**src/rtl/warp_scheduler.sv**
```systemverilog
// Round-robin warp scheduler: owns per-warp PC and done state and sequences the
// shared fetch/decode/execute datapath one granted warp at a time.
package warp_scheduler_pkg;
  typedef enum logic [2:0] {
    WARP_IDLE, WARP_FETCH, WARP_DECODE, WARP_REQUEST,
    WARP_WAIT, WARP_EXECUTE, WARP_UPDATE, WARP_DONE
  } warp_state_t;
endpackage

// Per-warp context: PC and halted/unused bit.
module warp_scheduler_ctx #(
  parameter int PC_WIDTH = 32
) (
  input  logic                clk,
  input  logic                reset,
  input  logic                i_load,
  input  logic [PC_WIDTH-1:0] i_load_pc,
  input  logic                i_load_done,
  input  logic                i_upd,
  input  logic [PC_WIDTH-1:0] i_upd_pc,
  input  logic                i_halt,
  output logic [PC_WIDTH-1:0] o_pc,
  output logic                o_done
);
  logic [PC_WIDTH-1:0] r_pc;
  logic                r_done;

  always_ff @(posedge clk or negedge reset) begin
    if (!reset) begin
      r_pc   <= '0;
      r_done <= 1'b0;
    end else if (i_load) begin
      r_pc   <= i_load_pc;
      r_done <= i_load_done;
    end else begin
      if (i_upd)  r_pc   <= i_upd_pc;
      if (i_halt) r_done <= 1'b1;
    end
  end

  assign o_pc   = r_pc;
  assign o_done = r_done;
endmodule

module warp_scheduler
  import warp_scheduler_pkg::*;
#(
  parameter int NUM_WARPS = 4,
  parameter int PC_WIDTH  = 32,
  parameter int PC_STEP   = 4
) (
  input  logic                           clk,
  input  logic                           reset,
  input  logic                           start,
  input  logic [$clog2(NUM_WARPS):0]     warp_count,
  input  logic [PC_WIDTH-1:0]            base_pc,
  output logic                           fetch_valid,
  output logic [PC_WIDTH-1:0]            fetch_pc,
  input  logic                           fetch_ready,
  input  logic                           decoded_halt,
  input  logic                           decoded_mem_read_enable,
  input  logic                           decoded_mem_write_enable,
  output logic                           lsu_req,
  input  logic                           lsu_done,
  input  logic                           branch_taken,
  input  logic [PC_WIDTH-1:0]            branch_target,
  output warp_state_t                    warp_state,
  output logic [$clog2(NUM_WARPS)-1:0]   active_warp,
  output logic [NUM_WARPS-1:0]           warp_done_mask,
  output logic                           done
);
  localparam int WW = $clog2(NUM_WARPS);
  localparam int CW = WW + 1;

  warp_state_t                        r_state, w_next;
  logic [WW-1:0]                      r_active, w_grant;
  logic [PC_WIDTH-1:0]                r_fetch_pc, w_new_pc;
  logic                               r_done, w_start, w_all_done, w_mem;
  logic [NUM_WARPS-1:0][PC_WIDTH-1:0] w_pc;
  logic [NUM_WARPS-1:0]               w_mask, w_upd, w_halt, w_load_done;

  assign w_start    = start && (r_state == WARP_IDLE || r_state == WARP_DONE);
  assign w_mem      = decoded_mem_read_enable | decoded_mem_write_enable;
  assign w_new_pc   = branch_taken ? branch_target : w_pc[r_active] + PC_WIDTH'(PC_STEP);
  assign w_all_done = &w_mask;

  generate
    for (genvar g = 0; g < NUM_WARPS; g++) begin : g_warp
      assign w_load_done[g] = (CW'(g) >= warp_count);
      assign w_upd[g]  = (r_state == WARP_UPDATE)  && (r_active == WW'(g)) && !w_mask[g];
      assign w_halt[g] = (r_state == WARP_REQUEST) && (r_active == WW'(g)) && decoded_halt;

      warp_scheduler_ctx #(.PC_WIDTH(PC_WIDTH)) u_ctx (
        .clk         (clk),
        .reset       (reset),
        .i_load      (w_start),
        .i_load_pc   (base_pc),
        .i_load_done (w_load_done[g]),
        .i_upd       (w_upd[g]),
        .i_upd_pc    (w_new_pc),
        .i_halt      (w_halt[g]),
        .o_pc        (w_pc[g]),
        .o_done      (w_mask[g])
      );
    end
  endgenerate

  // Scan downward so the nearest eligible warp after r_active wins; k=NUM_WARPS
  // wraps back onto r_active, making the current warp eligible last.
  always_comb begin
    w_grant = r_active;
    for (int k = NUM_WARPS; k >= 1; k--) begin
      if (!w_mask[r_active + WW'(k)]) w_grant = r_active + WW'(k);
    end
  end

  always_comb begin
    w_next = r_state;
    case (r_state)
      WARP_IDLE, WARP_DONE:
        if (w_start) w_next = (warp_count == '0) ? WARP_DONE : WARP_FETCH;
      WARP_FETCH:   if (fetch_ready) w_next = WARP_DECODE;
      WARP_DECODE:  w_next = WARP_REQUEST;
      WARP_REQUEST: begin
        if (decoded_halt) w_next = WARP_UPDATE;
        else if (w_mem)   w_next = WARP_WAIT;
        else              w_next = WARP_EXECUTE;
      end
      WARP_WAIT:    if (lsu_done) w_next = WARP_EXECUTE;
      WARP_EXECUTE: w_next = WARP_UPDATE;
      WARP_UPDATE:  w_next = w_all_done ? WARP_DONE : WARP_FETCH;
      default:      w_next = WARP_IDLE;
    endcase
  end

  always_ff @(posedge clk or negedge reset) begin
    if (!reset) begin
      r_state    <= WARP_IDLE;
      r_active   <= '0;
      r_fetch_pc <= '0;
      r_done     <= 1'b0;
    end else begin
      r_state <= w_next;
      if (w_start) begin
        r_active   <= '0;
        r_fetch_pc <= base_pc;
        r_done     <= (warp_count == '0);
      end else if (r_state == WARP_UPDATE) begin
        if (w_all_done) begin
          r_done <= 1'b1;
        end else begin
          r_active   <= w_grant;
          // The ctx PC write lands this same edge, so forward it on a self-regrant.
          r_fetch_pc <= (w_grant == r_active) ? w_new_pc : w_pc[w_grant];
        end
      end
    end
  end

  assign fetch_valid    = (r_state == WARP_FETCH);
  assign lsu_req        = (r_state == WARP_REQUEST) && !decoded_halt && w_mem;
  assign fetch_pc       = r_fetch_pc;
  assign warp_state     = r_state;
  assign active_warp    = r_active;
  assign warp_done_mask = w_mask;
  assign done           = r_done;
endmodule

```
**config.mk**
```make
export PLATFORM = sky130hd
export DESIGN_NAME = warp_scheduler
export DESIGN_NICKNAME = d
export VERILOG_FILES = /design/src/rtl/warp_scheduler.sv
export SDC_FILE = /design/constraint.sdc
export NUM_CORES = 1
export LEC_CHECK = 0
export BUFFER_PORTS_ARGS = -buffer_cell sky130_fd_sc_hd__buf_2
export CORE_MARGIN = 10
export CORE_UTILIZATION = 54
export DETAILED_ROUTE_END_ITERATION = 16
export GPL_TIMING_DRIVEN = 0
export PLACE_DENSITY = 0.74
export SYNTH_ARGS = -nofsm -noshare
export SYNTH_HDL_FRONTEND = slang
export SYNTH_SLANG_ARGS = --single-unit
```
**constraint.sdc**
```tcl
create_clock -name clk -period 3.72 [get_ports clk]
set_input_delay 0.558 -clock clk [delete_from_list [all_inputs] [get_ports clk]]
set_output_delay 0.558 -clock clk [all_outputs]
set_load 0.005 [all_outputs]
```
Word level (Yosys, flattened, before mapping)
Index checks and enable logic that the tools add are counted.

word-level totals
  register bits = 170
  input port bits = 76

operators by class
  add/sub/neg operators = 4
  magnitude comparators = 9
  equality and inequality tests = 15
  mux-type cells = 48
  bitwise operators = 1
  reductions and logical operators = 43

operators with widths
  kind                                                        number
  2-to-1 mux 32 bit                                           15
  binary-select mux 32 bit (select 2 bit)                     2
  adder 32 x 3 -> 32 bit, second input constant               1
  one-hot mux 3 bit (7 select lines)                          1
  nonzero test 2 bit                                          10
  logical AND 1 bit                                           19
  less-than comparator 2 x 3 -> 1 bit, second input constant  5
  2-to-1 mux 1 bit                                            15
  2-to-1 mux 3 bit                                            5
  2-to-1 mux 2 bit                                            7
  equality test 3 bit, second input constant                  4
  binary-select mux 1 bit (select 2 bit)                      3
  equality test 3 x 2 -> 1 bit, second input constant         2
  >= comparator 1 x 3 -> 1 bit, first input constant          2
  >= comparator 2 x 3 -> 1 bit, first input constant          2
  logical NOT 3 bit                                           2
  inequality test 2 x 1 -> 1 bit, second input constant       3
  logical NOT 1 bit                                           5
  adder 2 bit, second input constant                          2
  equality test 2 bit, second input constant                  2
  AND reduction 2 bit                                         2
  AND reduction 4 bit                                         1
  equality test 3 x 1 -> 1 bit, second input constant         1
  AND reduction 3 bit                                         1
  8 further kinds                                             8

Depth between registers and ports, before layout
Gate-level depths: netlist (run 1).

  word-level depth = 12
  mapped depth = 15
  gate-level depth less buffers = 8

Hierarchy
From an unflattened synthesis (run 1), not the netlist that was laid out.

second synthesis, totals
  cells, all modules = 1088
  area, all modules = 11184.5 µm²

by module, submodules not included
  module              instances  cells each  area each (µm²)
  warp_scheduler_ctx  4          143         1545.2
  warp_scheduler      1          516         5003.5

Worst setup path after synthesis (run 1)
OpenSTA, ideal clock, no wires.

  kind = reg2reg
  start point = register r_active[0], in the netlist active_warp[0]
  end point = register r_fetch_pc[25], in the netlist fetch_pc[25]
  setup time = 0.094 ns
  arrival = 3.480 ns
  setup slack = 0.146 ns
  stages on the path, launching flop included = 16
  path buffers = 7
  period minus slack after synthesis = 3.574 ns
  cells stage by stage = dfrtp_1 > buf_6 > buf_12 > buf_8 > buf_6 > inv_1 > clkbuf_1 > ha_1 > mux2_2 > a22oi_1 > o21ai_1 > buf_2 > buf_2 > mux2i_1 > mux2_2 > a211oi_1

between the ends
  longest elaborated chain between the ends = 12
  elaborated cells between the ends (all ways) = 23

ends and longest elaborated chain
  item                                                            line  text
  from (decl)                                                     76    logic [WW-1:0] r_active, w_grant;
  from (signal assigned)                                          152   r_active <= w_grant;
  branches (longest 8 deep; another with adder 32 x 3 -> 32 bit)  n/a
  2-to-1 mux 32 bit *                                             154   r_fetch_pc <= (w_grant == r_active) ? w_new_pc : w_pc[w_grant];
  2-to-1 mux 32 bit *                                             149   if (w_all_done) begin
  2-to-1 mux 32 bit *                                             148   end else if (r_state == WARP_UPDATE) begin
  2-to-1 mux 32 bit *                                             144   if (w_start) begin
  to (signal assigned)                                            146   r_fetch_pc <= base_pc;
  to (signal assigned)                                            154
  to (decl)                                                       77    logic [PC_WIDTH-1:0] r_fetch_pc, w_new_pc;

Every way passes the cells marked *. The select of a mux whose other input is x is not followed.
A chain may end at the register's enable or synchronous reset.

Worst setup path after layout (run 1)
  start point = register r_active[1], in the netlist active_warp[1]
  end point = register r_fetch_pc[26], in the netlist fetch_pc[26]

The elaborated chain is that of the path after synthesis.

==> summary.txt, run 1 <==
status -> finished, violations left
violated checks -> setup timing
Comb pwr share -> 0.613
Root Driver -> clkbuf_16
sequential group share of total power -> 0.253
TritonCTS clock tree -> yes
Fillers -> 1676
FP Rows -> 51
Hold WS -> 34.2 ps
residual DRC count -> 0
startpoint types -> flop
Post-synth ARST share -> 1.00
Max Slew Vio Count -> 0
Die W -> 160 um
Worst Path Arrival -> 4150 ps
list of most frequent post-synthesis cells -> 170 x dfrtp_1, 114 x nor2_1, 94 x o21ai_0, 90 x nand2_1, 74 x a31oi_1
Post-synth EDFFs -> 0
drt wl/cell -> 26.9 um
dominant cells by area after synthesis -> dfrtp_1 40%, mux2i_1 4.6%, mux4_2 4.5%
Worst-Margin Slew -> 1150 ps
worst-path maximum fanout -> 10
Lkg Pwr -> 5.01 nW
die area -> 25600 sq um
# clock sinks -> 170
DIE HEIGHT -> 160 um
CP bufs+invs -> 5
Power Density -> 1130 nW/um^2
Synth Instances -> 1116
Max-slew headroom -> 0.224
number of CTS-inserted buffers -> 17
I/O Buffers -> 119
GRT Util Overall -> 0.312
post-synthesis sequential area ratio -> 0.402
Layout Cells excl Fill -> 1536
worst clock skew -> 12.4 ps
Setup WS pre-CTS -> -1050 ps
synthesized flop and latch total -> 170
Final Util -> 0.631
Fin. Hold Viols -> 0
diodes inserted -> 0
share of layout cells above drive strength 1 -> 0.215
WP data required -> 4070 ps
worst reg2reg path depth -> 10
Yosys cell types -> 77
I/O pin count -> 120
minimum clock period -> 3790 ps
hold_buf cts -> 0
crit end category -> flop
Worst-Skew Late Latency -> 450 ps
number of max-cap violations -> 0
Main synth FF type -> dfrtp_1
Nets -> 1339
HPWL after detailed placement -> 28600 um
max layer used -> met4
clock share of power -> 0.134
Net Sw Frac -> 0.493
vias per cell -> 7.03
leading area contributor after synthesis -> dfrtp_1
Synth top area share -> 0.402
largest net degree at the start of global routing -> 107
Sw Pwr -> 0.00679 W
GR Overflow Total -> 0
YS warnings -> 0
RePlAce Congestion -> 1.01
global-route wire length before repair -> 62200 um
Pint -> 0.00698 W
met3 wire length -> 5590 um
detailed-route via count -> 10800
Setup Crit Path Kind -> flop to flop
first-pass iteration count of the detailed router -> 8
Met1 Wirelength -> 15600 um
initial DRC count -> 1611
CP peak stage delay -> 510 ps
Worst-path clk slew -> 70 ps
Stages on worst setup path -> 10
maximum achievable frequency -> 264 MHz
syn avg cell area -> 9.48 sq um
initial antenna violation count -> 0
Min-Delay Path Class -> input pin to async pin
Top cell by count, worst path -> clkbuf_2
Detail Route Antenna Nets -> 0
number of global-route vias before repair -> 10400
CP max stage cell -> nor2_1
Clock H-tree levels -> 4
Area growth syn-to-layout -> 15.6%
Met2 Wirelength -> 17800 um
CP top delay family -> buffers and inverters
CP Cell Sequence -> buf_4 > clkbuf_4 > clkbuf_2 > nor3_1 > a22o_1 > buf_2 > nor2_1 > clkbuf_2 > a22oi_1 > a31oi_1
Post-Synthesis Cell Area -> 10600 sq um
worst-case clock buffer depth -> 2
top-count cell post-synth -> dfrtp_1
Placed Instances -> 1501
CORE AREA -> 19400 sq um
Initial Util -> 0.546
crit share post-route -> 1.02
# setup viols final -> 9
final worst setup slack -> -74.8 ps
Total Wirelength -> 41300 um
Net Count, Synth -> 1197
Max rail drop VDD -> 0.576 mV
-- cells by family (layout without fill, tap and decap cells) --
group	Yosys count	in the layout	share of synthesized area
AO/OA/AOI/OAI	367	367	0.224
XOR/XNOR	5	5	0.00414
adder cells (fa/ha/maj)	5	5	0.00591
buffers and inverters	108	263	0.0456
flip-flops	170	170	0.402
multiplexers	122	122	0.163
AND/OR/NAND/NOR	339	339	0.155
-- metal layers --
| metal | track usage | vias up |
|---|---|---|
| met1 | 0.405 | 5155 |
| met2 | 0.463 | 915 |
| li1 | - | 4526 |
| met4 | 0.154 | 0 |
| met5 | 0 | - |
| met3 | 0.0941 | 200 |
-- area by class of cell --
cell class / instances / area (sq um) / area share
flip-flops and latches: 170 / 4260 / 0.348
repair buffers: 124 / 663 / 0.0542
well taps: 265 / 332 / 0.0271
clock inverters: 12 / 126 / 0.0103
inverters: 16 / 60.1 / 0.00491
multi-input cells: 838 / 5880 / 0.481
plain buffers: 91 / 447 / 0.0365
clock buffers: 20 / 467 / 0.0382
-- stage by stage --
stage,total power [W],area (sq um),TNS [ps]
2_1_floorplan,0.00877,10600,0
3_3_place_gp,0.0112,11500,-134040
3_5_place_dp,0.0114,11600,-30930
4_1_cts,0.0134,12200,0
5_1_grt,0.0144,12200,-53.9
6_report,0.0138,12200,-320
-- power by group through the flow --
stage	logic [W]	registers, W	clock network [W]
floorplan	0.00550	0.00327	0
detailed placement	0.00795	0.00346	0
global placement	0.00781	0.00342	0
finish	0.00844	0.00348	0.00185
global route	0.00893	0.00357	0.00193
CTS	0.00814	0.00344	0.00184
-- flip-flops by register name (all words and copies together) (netlist names) --
name and count:
active_warp 2, g_warp.u_ctx.o_pc 128, warp_state 3, g_warp.u_ctx.o_done 4, fetch_pc 32, done 1
-- final timing paths --
kind / end / start / slack [ps]
worst max-delay path: fetch_pc[26] / active_warp[1] / -70
worst min-delay path: g_warp[2].u_ctx.o_pc[23] / reset / 30
worst max register to register: fetch_pc[26] / active_warp[1] / -70
worst min register to register: g_warp[0].u_ctx.o_pc[11] / g_warp[0].u_ctx.o_pc[11] / 500
max in group asynchronous: g_warp[2].u_ctx.o_pc[8] / reset / 2770
min in group clk: fetch_pc[0] / base_pc[0] / 360
-- timing repair --
action	in CTS	in global routing
setup endpoints to repair	52	56
resized for setup	15	12
gates cloned	0	0
buffers inserted	4	0
pin swaps	3	0
-- cell usage in the layout (no fill, tap or decap), types with 12 or more instances in the layout --
master and n:
mux4_2 21, a22oi_1 22, buf_2 126, mux2_2 40, nor2_1 114, nand2_1 90
and2_1 19, inv_1 15, o211ai_1 22, a21oi_1 63, nand4_1 20, mux2i_1 49
clkbuf_16 17, buf_4 12, nand3_1 17, a31oi_1 74, dfrtp_1 169, o31ai_1 15
o21ai_0 94, nor3_1 19, mux4_1 12, clkbuf_1 59
(Power assumes the default switching activity.)
==> inputs of run 2 (changes only) <==
--- a/config.mk
+++ b/config.mk
@@ -13,4 +13,5 @@
 export PLACE_DENSITY = 0.74
 export SYNTH_ARGS = -nofsm -noshare
 export SYNTH_HDL_FRONTEND = slang
+export SYNTH_HIERARCHICAL = 1
 export SYNTH_SLANG_ARGS = --single-unit
==> summary.txt, run 2 <==
status -> complete, no violations
number of global-route vias before repair -> 9988 (-3.6%)
GR Overflow Total -> 0 (unchanged)
DIE HEIGHT -> 164 um (+2.4%)
CP top delay family -> buffers and inverters
# clock sinks -> 170 (unchanged)
Area growth syn-to-layout -> 14.9%
initial DRC count -> 1226 (-24%)
YS warnings -> 6 (+6)
worst reg2reg endpoint -> fetch_pc[25]
Max Slew Vio Count -> 0 (unchanged)
clock share of power -> 0.173 (+0.039)
Clock H-tree levels -> 4 (unchanged)
I/O Buffers -> 118 (-0.84%)
worst-case clock buffer depth -> 2 (unchanged)
Power Density -> 946 nW/um^2 (-16%)
Worst-path clk slew -> 70 ps (about the same)
CP Cell Sequence -> buf_8 > inv_1 > ha_1 > nand2b_1 > a221oi_1 > a21oi_1 > o22ai_1 > buf_4 > buf_4 > mux2_1 > a21oi_1 > o221ai_1
# setup viols final -> 0 (-9)
dominant cells by area after synthesis -> dfrtp_1 38%, mux2i_1 17%, mux4_2 6.2%
CP bufs+invs -> 4 (-1)
Total Wirelength -> 38500 um (-6.8%)
CP peak stage delay -> 500 ps (about the same)
Main synth FF type -> dfrtp_1
GRT Util Overall -> 0.282 (-0.0298)
hold_buf cts -> 0 (unchanged)
Min-Delay Path Class -> input pin to async pin
Max-slew headroom -> 0.190 (-0.0340)
setup TNS -> 0 ps (+320 ps)
top-count cell post-synth -> mux2i_1
Post-synth ARST share -> 1.00 (unchanged)
worst reg2reg path depth -> 12 (+2)
minimum clock period -> 3570 ps (-227 ps)
crit share post-route -> 0.959 (-0.0609)
CORE AREA -> 20300 sq um (+4.6%)
leading area contributor after synthesis -> dfrtp_1
Post-synth EDFFs -> 0 (unchanged)
Design Area, Final -> 12800 sq um (+5.0%)
Die W -> 164 um (+2.4%)
die area -> 26900 sq um (+4.9%)
CP Launch Point -> active_warp[0]
Comb pwr share -> 0.543 (-0.070)
Worst-Margin Slew -> 1210 ps (+60.6 ps)
reg2reg start -> active_warp[0]
list of most frequent post-synthesis cells -> 186 x mux2i_1, 180 x nand2_1, 170 x dfrtp_1, 139 x o21ai_1, 34 x mux2_2
Initial Util -> 0.551 (+0.00531)
HPWL after detailed placement -> 25900 um (-9.3%)
Yosys cell types -> 65 (-16%)
detailed-route via count -> 9847 (-8.8%)
startpoint types -> flop
number of max-cap violations -> 0 (unchanged)
Max rail drop VDD -> 0.437 mV (-24%)
diodes inserted -> 0 (unchanged)
Worst-Skew Late Latency -> 440 ps (about the same)
most frequent cells in the layout -> 186 x mux2i_1, 180 x nand2_1, 170 x dfrtp_1
RSZ-0062 raised after global routing -> false
Root Driver -> clkbuf_16
first-pass iteration count of the detailed router -> 7 (-1)
max FFs per register -> 128 (unchanged)
worst-path maximum fanout -> 19 (+9)
WP data required -> 3980 ps (-90 ps)
maximum achievable frequency -> 280 MHz (+6.4%)
area occupied by registers -> 4250 sq um (about the same)
drt wl/cell -> 25.6 um (-5.0%)
initial antenna violation count -> 1 (+1)
largest net degree at the start of global routing -> 118 (+10%)
R2R Setup Slk -> 150 ps (+230 ps)
CP max stage cell -> dfrtp_1
number of CTS-inserted buffers -> 17 (unchanged)
Net Count, Synth -> 1169 (-2.3%)
crit end category -> flop
RePlAce Congestion -> 0.939 (-7.2%)
Post-Synthesis Cell Area -> 11200 sq um (+5.7%)
Worst Path Arrival -> 3830 ps (-320 ps)
share of layout cells above drive strength 1 -> 0.240 (+0.0253)
Pint -> 0.00690 W (-1.2%)
Setup Crit Path Kind -> flop to flop
worst clock skew -> 12.7 ps (+0.281 ps)
FP Rows -> 52 (+2.0%)
commonest non-fill, non-tap cell in the layout -> mux2i_1
sequential group share of total power -> 0.284 (+0.031)
TritonCTS clock tree -> yes
vias per cell -> 6.53 (-7.0%)
post-synthesis sequential area ratio -> 0.380 (-0.0215)
I/O pin count -> 120 (unchanged)
synthesized flop and latch total -> 170 (unchanged)
area of the multi-input gates -> 6270 sq um (+6.5%)
Lkg Pwr -> 5.24 nW (+4.6%)
Synth top area share -> 0.380 (-0.0215)
Pwr Total -> 0.0122 W (-12%)
Fillers -> 1695 (+1.1%)
Sw Pwr -> 0.00526 W (-23%)
Nets -> 1306 (-2.5%)
global-route wire length before repair -> 57900 um (-6.9%)
syn avg cell area -> 10.3 sq um (+8.4%)
DP Area -> 12200 sq um (+5.2%)
Synth Instances -> 1088 (-2.5%)
Detail Route Antenna Nets -> 0 (unchanged)
Net Sw Frac -> 0.432 (-0.0606)
Fin. Hold Viols -> 0 (unchanged)
residual DRC count -> 0 (unchanged)
==> run 2: cell count changes after synthesis, moves of 13 or more <==
cell / before / now
a21oi_1: 63 / 12
nand2_1: 90 / 180
nor3_1: 20 / 5
o211ai_1: 22 / 8
nand4_1: 20 / 7
o21ai_0: 94 / 33
clkbuf_1: 67 / 27
o31ai_1: 15 / 1
o21ai_1: 1 / 139
mux2i_1: 49 / 186
nor2_1: 114 / 24
a31oi_1: 74 / 1
a222oi_1: 3 / 18
==> run 2: worst max-delay path by stage <==
stage / to / slack [ps] / cells after the start
final: fetch_pc[25] / 150 / 12
after global routing: fetch_pc[25] / 30 / 12
after CTS: fetch_pc[25] / 190 / 12
after detailed placement: fetch_pc[28] / -130 / 13
after global placement: g_warp[3].u_ctx/o_pc[11] / -730 / 1
after floorplan: fetch_pc[28] / 640 / 13
==> run 2: cell type report <==
type | instances | area share
Buffer | 82 | 0.0500
Clock buffer | 21 | 0.0366
Clock inverter | 10 | 0.0167
Inverter | 9 | 0.00263
Multi-Input combinational cell | 826 | 0.488
Sequential cell | 170 | 0.331
Tap cell | 270 | 0.0263
Timing Repair Buffer | 119 | 0.0489
==> run 2: what timing repair did <==
| action | CTS | global route |
|---|---|---|
| setup endpoints to repair | 140 | 1 |
| resized for setup | 5 | 2 |
| setup buffers | 0 | 0 |
==> run 2: power groups by stage <==
stage / registers [W] / logic [W] / clock network, W
global route: 0.00354 / 0.00706 / 0.00217
global placement: 0.00339 / 0.00629 / 0
CTS: 0.00341 / 0.00649 / 0.00210
detailed placement: 0.00342 / 0.00643 / 0
finish: 0.00346 / 0.00660 / 0.00210
floorplan: 0.00325 / 0.00464 / 0
==> run 2: cell families after synthesis <==
| kind of cell | after synthesis | synth area share |
|---|---|---|
| AND/OR/NAND/NOR | 276 | 0.118 |
| multiplexers | 259 | 0.273 |
| AO/OA/AOI/OAI | 258 | 0.141 |
| flip-flops | 170 | 0.380 |
| buffers and inverters | 92 | 0.0597 |
| XOR/XNOR | 28 | 0.0226 |
| adder cells (fa/ha/maj) | 5 | 0.00559 |
==> run 2: stage by stage <==
step	hold WS (ps)	util	instances	setup WS, ps
final	44.9	0.633	1507	152
after global routing	72.1	0.633	1507	29.7
after CTS	57.6	0.633	1507	194
after detailed placement	502	0.599	1477	-134
after global placement	493	0.597	1476	-734
after floorplan	262	-	1088	642
==> run 2: routing by layer <==
metal / up-vias / share of wire / track usage
met5: - / 0 / 0
met4: 0 / 0.045 / 0.137
met3: 134 / 0.11 / 0.0626
met2: 650 / 0.46 / 0.449
met1: 4789 / 0.38 / 0.357
li1: 4274 / - / -
==> inputs of run 3 (changes only) <==
--- a/config.mk
+++ b/config.mk
@@ -6,6 +6,7 @@
 export NUM_CORES = 1
 export LEC_CHECK = 0
 export BUFFER_PORTS_ARGS = -buffer_cell sky130_fd_sc_hd__buf_2
+export CORE_ASPECT_RATIO = 1.2
 export CORE_MARGIN = 10
 export CORE_UTILIZATION = 54
 export DETAILED_ROUTE_END_ITERATION = 16
==> summary.txt, run 3 (synthesis results as in run 2) <==
Design Area, Final -> 12700 sq um (-0.76%)
minimum clock period -> 3460 ps (-112 ps)
Pwr Total -> 0.0119 W (-2.2%)
startpoint types -> flop
diodes inserted -> 0 (unchanged)
max layer used -> met4
commonest non-fill, non-tap cell in the layout -> mux2i_1
Power Density -> 932 nW/um^2 (-1.5%)
number of max-cap violations -> 0 (unchanged)
Clock H-tree levels -> 4 (unchanged)
most frequent cells in the layout -> 186 x mux2i_1, 180 x nand2_1, 170 x dfrtp_1
Met1 Wirelength -> 14300 um (-2.2%)
worst clock skew -> 12.2 ps (-0.426 ps)
TritonCTS clock tree -> yes
# setup viols final -> 0 (unchanged)
Max-slew headroom -> 0.199 (+0.00870)
CP max stage cell -> dfrtp_1
first-pass iteration count of the detailed router -> 6 (-1)
Hold WS -> 41.1 ps (-3.80 ps)
die area -> 26900 sq um (about the same)
reg2reg start -> active_warp[0]
maximum achievable frequency -> 289 MHz (+3.2%)
crit share post-route -> 0.929 (-0.0300)
DP Area -> 12100 sq um (about the same)
Max rail drop VDD -> 0.564 mV (+29%)
Max Slew Vio Count -> 0 (unchanged)
worst-case clock buffer depth -> 2 (unchanged)
hold_buf cts -> 0 (unchanged)
initial antenna violation count -> 0 (-1)
HPWL after detailed placement -> 26100 um (+0.80%)
number of global-route vias before repair -> 10100 (+0.83%)
Met2 Wirelength -> 18300 um (+2.3%)
Detail Route Antenna Nets -> 0 (unchanged)
Setup WS pre-CTS -> -178 ps (-44.0 ps)
Initial Util -> 0.550 (-0.000712)
Worst-Margin Slew -> 1200 ps (-18.6 ps)
max FFs per register -> 128 (unchanged)
RePlAce Congestion -> 0.914 (-2.7%)
initial DRC count -> 1213 (-1.1%)
Lkg Pwr -> 5.20 nW (-0.88%)
Nets -> 1306 (unchanged)
I/O pin count -> 120 (unchanged)
status -> complete, no violations
WP data required -> 4030 ps (+50 ps)
DIE HEIGHT -> 178 um (+8.4%)
GRT Util Overall -> 0.287 (+0.00519)
number of CTS-inserted buffers -> 17 (unchanged)
CP peak stage delay -> 480 ps (-20 ps)
# clock sinks -> 170 (unchanged)
global-route wire length before repair -> 58900 um (+1.8%)
CP Launch Point -> active_warp[0]
Root Driver -> clkbuf_16
Worst-Skew Late Latency -> 440 ps (about the same)
Fin. Hold Viols -> 0 (unchanged)
drt wl/cell -> 25.7 um (+0.41%)
Min-Delay Path Class -> input pin to async pin
Placed Instances -> 1472 (-0.34%)
CP Cell Sequence -> buf_6 > inv_1 > ha_1 > nand2b_1 > a221oi_1 > a21oi_1 > o22ai_2 > buf_4 > buf_4 > mux2_2 > a21oi_1 > o221ai_1
final worst setup slack -> 263 ps (+112 ps)
worst-path maximum fanout -> 19 (unchanged)
GR Overflow Total -> 0 (unchanged)
met3 wire length -> 4080 um (-4.1%)
Total Wirelength -> 38600 um (+0.15%)
Layout Cells excl Fill -> 1503 (-0.27%)
RSZ-0062 raised after global routing -> false
detailed-route via count -> 9815 (-0.32%)
Worst-path clk slew -> 70 ps (about the same)
FP Rows -> 57 (+9.6%)
largest net degree at the start of global routing -> 114 (-3.4%)
CORE AREA -> 20300 sq um (+0.13%)
residual DRC count -> 0 (unchanged)
Area growth syn-to-layout -> 14.0%
share of layout cells above drive strength 1 -> 0.242 (+0.00223)
Die W -> 151 um (-7.7%)
Setup Crit Path Kind -> flop to flop
I/O Buffers -> 118 (unchanged)
vias per cell -> 6.53 (about the same)
Worst Path Arrival -> 3760 ps (-70 ps)
crit end category -> flop
==> run 3: changes by cell type in the layout (fill, tap and decap cells not counted), moves of 2 or more <==
| cell | before | now |
|---|---|---|
| bufinv_16 | 6 | 2 |
| inv_6 | 0 | 4 |
| clkbuf_8 | 3 | 0 |
| clkinv_2 | 0 | 2 |
| clkinvlp_4 | 1 | 3 |
==> run 3: worst paths after layout <==
| path | slack [ps] | end | cells past startpoint |
|---|---|---|---|
| min in group clk | 390 | fetch_pc[18] | 3 |
| max in group asynchronous | 2750 | g_warp[2].u_ctx/o_pc[16] | 2 |
| setup reg to reg | 260 | fetch_pc[29] | 12 |
| hold / removal | 40 | g_warp[0].u_ctx/o_pc[25] | 1 |
| hold reg to reg | 520 | fetch_pc[1] | 2 |
| setup / recovery | 260 | fetch_pc[29] | 12 |
==> run 3: layer usage <==
layer | up-vias | global-route usage
met5 | - | 0
met4 | 0 | 0.150
met3 | 137 | 0.0685
met2 | 607 | 0.459
met1 | 4814 | 0.352
li1 | 4257 | -
==> run 3: layout make-up <==
| cell class | count | area (sq um) |
|---|---|---|
| Clock buffer | 17 | 425 |
| Inverter | 9 | 33.8 |
| Buffer | 82 | 638 |
| Clock inverter | 15 | 165 |
| Timing Repair Buffer | 119 | 628 |
| Fill cell | 1697 | 7580 |
| Tap cell | 265 | 332 |
| Multi-Input combinational cell | 826 | 6270 |
| Sequential cell | 170 | 4250 |
==> run 3: through the flow <==
| stage | utilization | TNS, ps |
|---|---|---|
| 2_1_floorplan | - | 0 |
| 3_3_place_gp | 0.596 | -123000 |
| 3_5_place_dp | 0.597 | -1690 |
| 4_1_cts | 0.627 | 0 |
| 5_1_grt | 0.627 | 0 |
| 6_report | 0.627 | 0 |
==> run 3: timing repair <==
action / CTS / global route
hold endpoints to repair: 0 / 0
setup buffers: 0 / 0
gates resized for setup: 5 / 1
setup endpoints to repair: 69 / 19
==> run 3: worst max-delay path: cells and delay by family (launching register included) <==
kind                       cells  cell delay [ps]
and+or+nand+nor                1              160
muxes                          1              370
adders and majority gates      1              370
AOI/OAI and AO/OA              5              880
DFF                            1              480
buffers and inverters          4             1060
==> run 3: where the power goes <==
group          total [W]  switching (W)  internal [W]
Clock            0.00182       0.000821       0.00100
Combinational    0.00661        0.00377       0.00284
Sequential       0.00345       0.000707       0.00274
